[config.mk]
export PLATFORM = sky130hd
export DESIGN_NAME = branch_predictor
export DESIGN_NICKNAME = d
export VERILOG_FILES = /design/src/rtl/branch_predictor.sv
export SDC_FILE = /design/constraint.sdc
export NUM_CORES = 2
export LEC_CHECK = 0
export CAP_MARGIN = 10
export CORE_UTILIZATION = 60
export DETAILED_ROUTE_END_ITERATION = 8
export PLACE_DENSITY = 0.78
export RECOVER_POWER = 25
export SYNTH_ARGS = -nofsm -noshare
export SYNTH_HDL_FRONTEND = slang
export SYNTH_SLANG_ARGS = --single-unit
[constraint.sdc]
create_clock -name clk -period 12.9 [get_ports clk]
set_input_delay 1.29 -clock clk [delete_from_list [all_inputs] [get_ports clk]]
set_output_delay 1.29 -clock clk [all_outputs]
set_load 0.005 [all_outputs]
[src/rtl/branch_predictor.sv]
// ============================================================================
// branch_predictor
// ----------------------------------------------------------------------------
// Fetch-stage dynamic branch predictor: a direct-mapped branch target buffer
// whose entries each carry a 2-bit saturating direction counter. Lookups are
// purely combinational on IF_pc; training arrives from the execute-stage
// branch resolver and is written on the rising clock edge.
//
// Ports
//   clk                      system clock, rising edge
//   reset                    asynchronous, active-low; clears all state
//   IF_pc                    fetch PC to look up
//   branch_estimation        predicted taken for IF_pc (combinational)
//   branch_target_estimated  predicted target, IF_pc + 4 when not taken
//   update_valid             a resolved conditional branch is present
//   update_pc                PC of the resolved branch
//   update_taken             actual branch outcome
//   update_target            actual taken target
//   update_miss              resolver flagged a misprediction
//   miss_count               saturating misprediction count since reset
//
// Update port protocol: update_valid is a single-cycle, fire-and-forget
// strobe. There is no ready/backpressure; every cycle with update_valid high
// at a rising edge is consumed exactly once, and update_* are ignored when
// update_valid is low.
// ============================================================================
module branch_predictor #(
    parameter int INDEX_BITS = 4
) (
    input  logic        clk,
    input  logic        reset,
    input  logic [31:0] IF_pc,
    output logic        branch_estimation,
    output logic [31:0] branch_target_estimated,
    input  logic        update_valid,
    input  logic [31:0] update_pc,
    input  logic        update_taken,
    input  logic [31:0] update_target,
    input  logic        update_miss,
    output logic [15:0] miss_count
);

    localparam int ENTRIES  = 1 << INDEX_BITS;
    localparam int TAG_BITS = 32 - INDEX_BITS - 2;

    // ------------------------------------------------------------------------
    // Storage
    // ------------------------------------------------------------------------
    logic                valid_q  [ENTRIES];
    logic [TAG_BITS-1:0] tag_q    [ENTRIES];
    logic [31:0]         target_q [ENTRIES];
    logic [1:0]          ctr_q    [ENTRIES];
    logic [15:0]         miss_count_q;

    // Byte-offset bits never participate in index or tag.
    logic unused_pc_low;
    assign unused_pc_low = ^{IF_pc[1:0], update_pc[1:0]};

    // ------------------------------------------------------------------------
    // Lookup path (combinational, reads current stored state only, so a
    // same-cycle update to the same entry is not visible until after the edge)
    // ------------------------------------------------------------------------
    logic [INDEX_BITS-1:0] lk_idx;
    logic [TAG_BITS-1:0]   lk_tag;
    logic                  lk_hit;

    always_comb begin
        lk_idx = IF_pc[INDEX_BITS+1:2];
        lk_tag = IF_pc[31:INDEX_BITS+2];
        lk_hit = valid_q[lk_idx] && (tag_q[lk_idx] == lk_tag);

        branch_estimation       = lk_hit && ctr_q[lk_idx][1];
        branch_target_estimated = branch_estimation ? target_q[lk_idx]
                                                    : 32'(IF_pc + 32'd4);
    end

    // ------------------------------------------------------------------------
    // Update path: decide whether the indexed entry is written and with what
    // ------------------------------------------------------------------------
    logic [INDEX_BITS-1:0] up_idx;
    logic [TAG_BITS-1:0]   up_tag;
    logic                  up_hit;
    logic                  up_write;
    logic [1:0]            up_ctr_next;

    always_comb begin
        up_idx      = update_pc[INDEX_BITS+1:2];
        up_tag      = update_pc[31:INDEX_BITS+2];
        up_hit      = valid_q[up_idx] && (tag_q[up_idx] == up_tag);
        up_ctr_next = ctr_q[up_idx];

        if (up_hit) begin
            if (update_taken) begin
                up_ctr_next = (ctr_q[up_idx] == 2'b11) ? 2'b11
                                                       : 2'(ctr_q[up_idx] + 2'd1);
            end else begin
                up_ctr_next = (ctr_q[up_idx] == 2'b00) ? 2'b00
                                                       : 2'(ctr_q[up_idx] - 2'd1);
            end
        end else begin
            // Allocation starts weakly taken so the very next visit predicts
            // taken, but a single not-taken outcome flips it.
            up_ctr_next = 2'b10;
        end

        // A not-taken branch that misses the BTB is not worth an entry.
        up_write = update_valid && (up_hit || update_taken);
    end

    // ------------------------------------------------------------------------
    // State registers
    // ------------------------------------------------------------------------
    always_ff @(posedge clk or negedge reset) begin
        if (!reset) begin
            for (int i = 0; i < ENTRIES; i++) begin
                valid_q[i]  <= 1'b0;
                tag_q[i]    <= '0;
                target_q[i] <= '0;
                ctr_q[i]    <= 2'b01;
            end
        end else if (up_write) begin
            valid_q[up_idx] <= 1'b1;
            tag_q[up_idx]   <= up_tag;
            ctr_q[up_idx]   <= up_ctr_next;
            // Not-taken hits keep the last known taken target.
            if (update_taken) begin
                target_q[up_idx] <= update_target;
            end
        end
    end

    always_ff @(posedge clk or negedge reset) begin
        if (!reset) begin
            miss_count_q <= '0;
        end else if (update_valid && update_miss && (miss_count_q != 16'hFFFF)) begin
            miss_count_q <= miss_count_q + 16'd1;
        end
    end

    assign miss_count = miss_count_q;

endmodule

=== Word-level counts from Yosys, hierarchy flattened ===
Cells that the tools add are included.

* Add/subtract/negate cells: 4
* Multiply operators: 0
* Divide/modulo/power cells: 0
* Magnitude comparators: 3
* Equality and inequality tests: 4
* Shift operators: 0
* Multiplexer cells: 37
* Bitwise logic cells: 3
* Reduce and logical (&&, ||, !) cells: 10

{| class="wikitable"
|+ Operators with widths
! operator !! number
|-
| $bwmux 512 || 1
|-
| $bwmux 416 || 1
|-
| $bmux 26 s4 || 2
|-
| $mux 26 || 5
|-
| $bmux 32 s4 || 1
|-
| $demux 32 s4 || 1
|-
| $mux 32 || 4
|-
| $demux 26 s4 || 1
|-
| $eq 26x26->1 || 2
|-
| $add 32x3->32 const B || 1
|-
| $bwmux 32 || 1
|-
| $mux 2 || 9
|-
| $add 16x1->16 const B || 1
|-
| $bmux 2 s4 || 2
|-
| $ne 16x16->1 const B || 1
|-
| $or 16x16->16 || 1
|-
| $ge 5x5->1 const B || 2
|-
| $not 4->5 || 2
|-
| $bmux 1 s4 || 2
|-
| $demux 2 s4 || 1
|-
| $logic_and 1x1->1 || 7
|-
| $lt 5x1->1 const B || 1
|-
| $mux 1 || 5
|-
| $demux 1 s4 || 1
|-
| other kinds (6) || 6
|}

* Bits in registers: 992
* Bits in latches: 0
* Memory bits (writable): 0
* ROM bits: 0
* Bits of input ports: 101
* Output and inout port bits: 49
* Word-level logic and storage cells: 126
* Memories: 0

=== Depth between registers and ports, before layout ===
* Word-level depth: 9
* Gate-level depth with buffers: 17
* Gate-level depth less buffers: 9

=== Worst setup path before layout ===
Ideal clock, no wire load.

* Path type: input port to output port
* Start: input port IF_pc[2]
* End: output port branch_target_estimated[22]
* Arrival time: 5104 ps
* Path slack: 6506 ps
* Cell stages on the path: 12
* Cell sequence: clkbuf_1 buf_2 buf_1 buf_1 mux4_2 a211oi_1 a21oi_1 xnor2_1 nand4b_1 nor4_1 buf_2 mux2_2

* Cells in the longest elaborated chain, start to end: 8
* Elaborated cells between the ends (all ways): 18

{| class="wikitable"
|+ RTL lines
! what !! line !! RTL
|-
| from (decl) || 32 || <nowiki>input logic [31:0] IF_pc,</nowiki>
|-
| $not 4->5 (not written as such) || 70, 72, 73 ||
|-
| $bmux 26 s4 || 70 || <nowiki>lk_hit = valid_q[lk_idx] && (tag_q[lk_idx] == lk_tag);</nowiki>
|-
| $mux 26 (not written as such) (2 in series) || 70 ||
|-
| $eq 26x26->1 || 70 ||
|-
| $logic_and 1x1->1 || 70 ||
|-
| $logic_and 1x1->1 || 72 || <nowiki>branch_estimation = lk_hit && ctr_q[lk_idx][1];</nowiki>
|-
| $mux 32 * || 73 || <nowiki>branch_target_estimated = branch_estimation ? target_q[lk_idx]</nowiki>
|-
| to (decl) || 34 || <nowiki>output logic [31:0] branch_target_estimated,</nowiki>
|}

Every way passes the cells marked *; elsewhere a longest branch is shown, timed or not. The select of a mux whose other input is x is not followed.

==> reports/qor.yml <==
drt:
  wire_per_inst_um: 30.6
  met3WireLength_um: 11200
  detail_route.wirelength_um: 139000
  routed-wl-met2_um: 67500
  met1_length_um: 55000
  drt-initial-drc-count: 3012
  top_signal_layer_used: "met5"
  drt_pass1_iterations: 6
  antenna_violating_nets_left: 0
  detail_route.drc_violations: 0
  via_count: 31100
  vias_per_cell: 6.86
floorplanning:
  io_pins: 150
  die_area_sq_um: 85800
  core_sq_um: 83700
  placement_rows: 106
  floorplan.initialDensity: 0.607
  die_height_um: 293
  die_w_um: 293
synthesis:
  synth_seq_cells: 992
  postSynth.topFlopCell: "sky130_fd_sc_hd__dfrtp_1"
  postSynthCellCount: 3293
  netlist_cell_types: 71
  yosys_warnings: 0
  async_reset_ff_frac: 1.00
  syn-cell-area_sq_um: 50800
  synth_largest_area_cell: "sky130_fd_sc_hd__dfrtp_1"
  ranking_of_synthesized_cells_by_area: "sky130_fd_sc_hd__dfrtp_1, sky130_fd_sc_hd__mux2_2, sky130_fd_sc_hd__mux4_2"
  per_instance_average_area_after_synthesis_sq_um: 15.4
  syn_nets: 3396
  synth_top_area_frac: 0.481
  synth_sequential_area_ratio: 0.489
  synth_edf_count: 0
cts:
  cts.sink_count: 992
  hold_buffers_post_cts: 0
  insertion_delay_ns: 0.69
  cts.clk_slew.worst_paths_ns: 0.06
  root_buffer: "sky130_fd_sc_hd__clkbuf_16"
  cts.repair.resized: 0
  clockBufferDepth: 3
  postCtsSetupRepairBufs: 0
  clock_tree_from_tritoncts: "done"
  cts_buffers: 102
  h-tree-depth: 3
flow_run:
  drv.max_cap_violation_count: 2
sta:
  final-max-slew-violation-count: 153
  max_freq_mhz: 117
  final-hold-violation-count: 0
  layout_min_cycle_time_ns: 8.54
  slew_margin_rel: -3.22
  setup-tns-final_ns: 0
  layout_worst_path_cycle_share: 0.662
  finClkSkew_ns: 0.0458
  setup-violations-final: 0
  hold-worst-slack_ns: 0.487
  unrepaired_setup_endpoints_after_global_routing: "false"
  worst_slew_pin_slew_ns: 6.32
critical_path:
  setup.worst_path.start: "reset"
  crit_fanout: 112
  worst_setup_path_end_kind: "async pin"
  arrival_ns: 9.19
  critical_setup_path_kind: "input port to async pin"
  cp.required_ns: 13.55
  crit-reg2reg-launch: "tag_q[107]$_DFFE_PN0P_"
  cp-start-kind: "input port"
grt:
  grt_first_pass_wirelength_um: 212000
  globalRouteOverflowTotal: 0
  largest_net_degree_at_the_start_of_global_routing: 191
  antenna_violations_before_repair: 8
  grt_use_total: 0.331
  vias_in_the_first_global_route: 33200
outcome:
  failed_checks: "capacitance limit, slew limit"
  run_status: "finished, violations left"
pwr:
  power.leakage_nw: 24.7
  cellPowerDensity_nw_per_um2: 159
  irDropWorstVdd_mv: 0.179
layout:
  fin_nets: 3406
  drive_gt1_frac: 0.460
  postLayoutCellArea_sq_um: 56500
  final_util: 0.675
  layout-area-overhead-vs-synth_pct: 11.2
  final-instance-count-excl-fill: 4532
placement:
  placer_s_final_routability_congestion_estimate: 0.914
  placed_cell_area_sq_um: 52900
  numPortBuffers: 147
  dp_hpwl_um: 81500
  numPlacedInstances: 4332
min_path:
  min-delay-start: "valid_q[11]$_DFFE_PN0P_"
  hold_path.class: "register to register"
[placed cells by master (no fill, tap or decap), types with 24 or more instances in the layout]
cell | synthesis | final
sky130_fd_sc_hd__mux2_4 | 118 | 118
sky130_fd_sc_hd__clkbuf_1 | 179 | 28
sky130_fd_sc_hd__nor2_1 | 43 | 34
sky130_fd_sc_hd__xor2_1 | 33 | 33
sky130_fd_sc_hd__buf_4 | 3 | 64
sky130_fd_sc_hd__a21oi_1 | 24 | 24
sky130_fd_sc_hd__xnor2_1 | 64 | 64
sky130_fd_sc_hd__mux2i_1 | 111 | 111
sky130_fd_sc_hd__dfrtp_1 | 976 | 976
sky130_fd_sc_hd__mux2_2 | 778 | 778
sky130_fd_sc_hd__a211oi_1 | 24 | 24
sky130_fd_sc_hd__mux4_2 | 360 | 360
sky130_fd_sc_hd__nand2_1 | 63 | 60
sky130_fd_sc_hd__nor2b_1 | 29 | 29
sky130_fd_sc_hd__clkbuf_16 | 0 | 102
sky130_fd_sc_hd__clkbuf_8 | 0 | 30
sky130_fd_sc_hd__clkdlybuf4s50_1 | 0 | 138
sky130_fd_sc_hd__mux2_1 | 110 | 110
[sequential cells by signal, summed over array words and instances, names as in the netlist]
name        count
ctr_q          32
tag_q         416
valid_q        16
miss_count     16
target_q      512
[kinds of logic (layout without fill, tap and decap cells)]
| family | count (synthesis) | in the layout | share of synthesized area |
|---|---|---|---|
| and+or+nand+nor | 258 | 258 | 0.0272 |
| buffers and inverters | 321 | 420 | 0.0301 |
| other | 0 | 6 | 0 |
| muxes | 1477 | 1477 | 0.413 |
| xor gates and xnor gates | 97 | 97 | 0.0167 |
| AOI/OAI and AO/OA | 145 | 145 | 0.0231 |
| DFF | 992 | 992 | 0.489 |
| adders and majority gates | 3 | 3 | 0.000690 |
[worst max-delay path, cell delays in order]
cell                       delay, ns
sky130_fd_sc_hd__clkbuf_1       4.23
sky130_fd_sc_hd__clkbuf_1       1.67
sky130_fd_sc_hd__buf_4          0.94
sky130_fd_sc_hd__buf_4          0.91
[power breakdown]
part	total, mW	switching, mW	internal (mW)
combinational	1.75	0.707	1.04
sequential	4.11	0.398	3.71
clock	3.10	1.28	1.82
total	8.96	2.38	6.57
[stage by stage]
stage | worst slack (ns) | total power [mW]
after floorplan | 6.51 | 5.29
after global placement | 5.25 | 5.72
after detailed placement | 5.20 | 5.87
after CTS | 5.28 | 8.98
after global routing | 2.86 | 9.29
final | 4.36 | 8.96
[final cells by class]
class,count,area (sq um)
fillers,5526,27200
flip-flops and latches,992,24800
multi-input cells,1980,24600
clock buffers,157,3050
repair buffers,212,1990
well taps,1134,1420
clock inverters,36,544
inverters,15,56.3
diodes,6,15.0
[synthesized netlist by cell type (all sizes together) (9+ instances only)]
| cell type | instances |
|---|---|
| a31oi | 10 |
| and3 | 10 |
| nand2b | 12 |
| a211oi | 25 |
| dfrtp | 976 |
| clkbuf | 179 |
| mux4 | 360 |
| or2 | 12 |
| nand2 | 63 |
| xor2 | 33 |
| nor2 | 44 |
| xnor2 | 64 |
| buf | 127 |
| a221oi | 12 |
| a21oi | 24 |
| inv | 15 |
| o22ai | 9 |
| nand4 | 21 |
| nor2b | 29 |
| a22oi | 17 |
| nand3 | 19 |
| mux2i | 111 |
| dfstp | 16 |
| o21ai | 15 |
| mux2 | 1006 |
| nor3 | 10 |
[layer usage]
metal,vias up,global-route usage
met4,6,0.117
li1,12500,-
met2,1451,0.534
met3,370,0.0675
met1,16800,0.449
met5,-,0
[final timing paths]
| check | depth (start not counted) | end | slack, ns |
|---|---|---|---|
| worst min-delay path | 1 | valid_q[11]$_DFFE_PN0P_ | 0.49 |
| worst max-delay path | 4 | target_q[96]$_DFFE_PN0P_ | 4.36 |
| worst max register to register | 11 | tag_q[317]$_DFFE_PN0P_ | 7.68 |
| max in group clk | 12 | branch_target_estimated[11] | 5.25 |
| min in group asynchronous | 1 | tag_q[359]$_DFFE_PN0P_ | 2.94 |
| worst min register to register | 1 | valid_q[11]$_DFFE_PN0P_ | 0.49 |
Power figures use the tool's default switching activity.
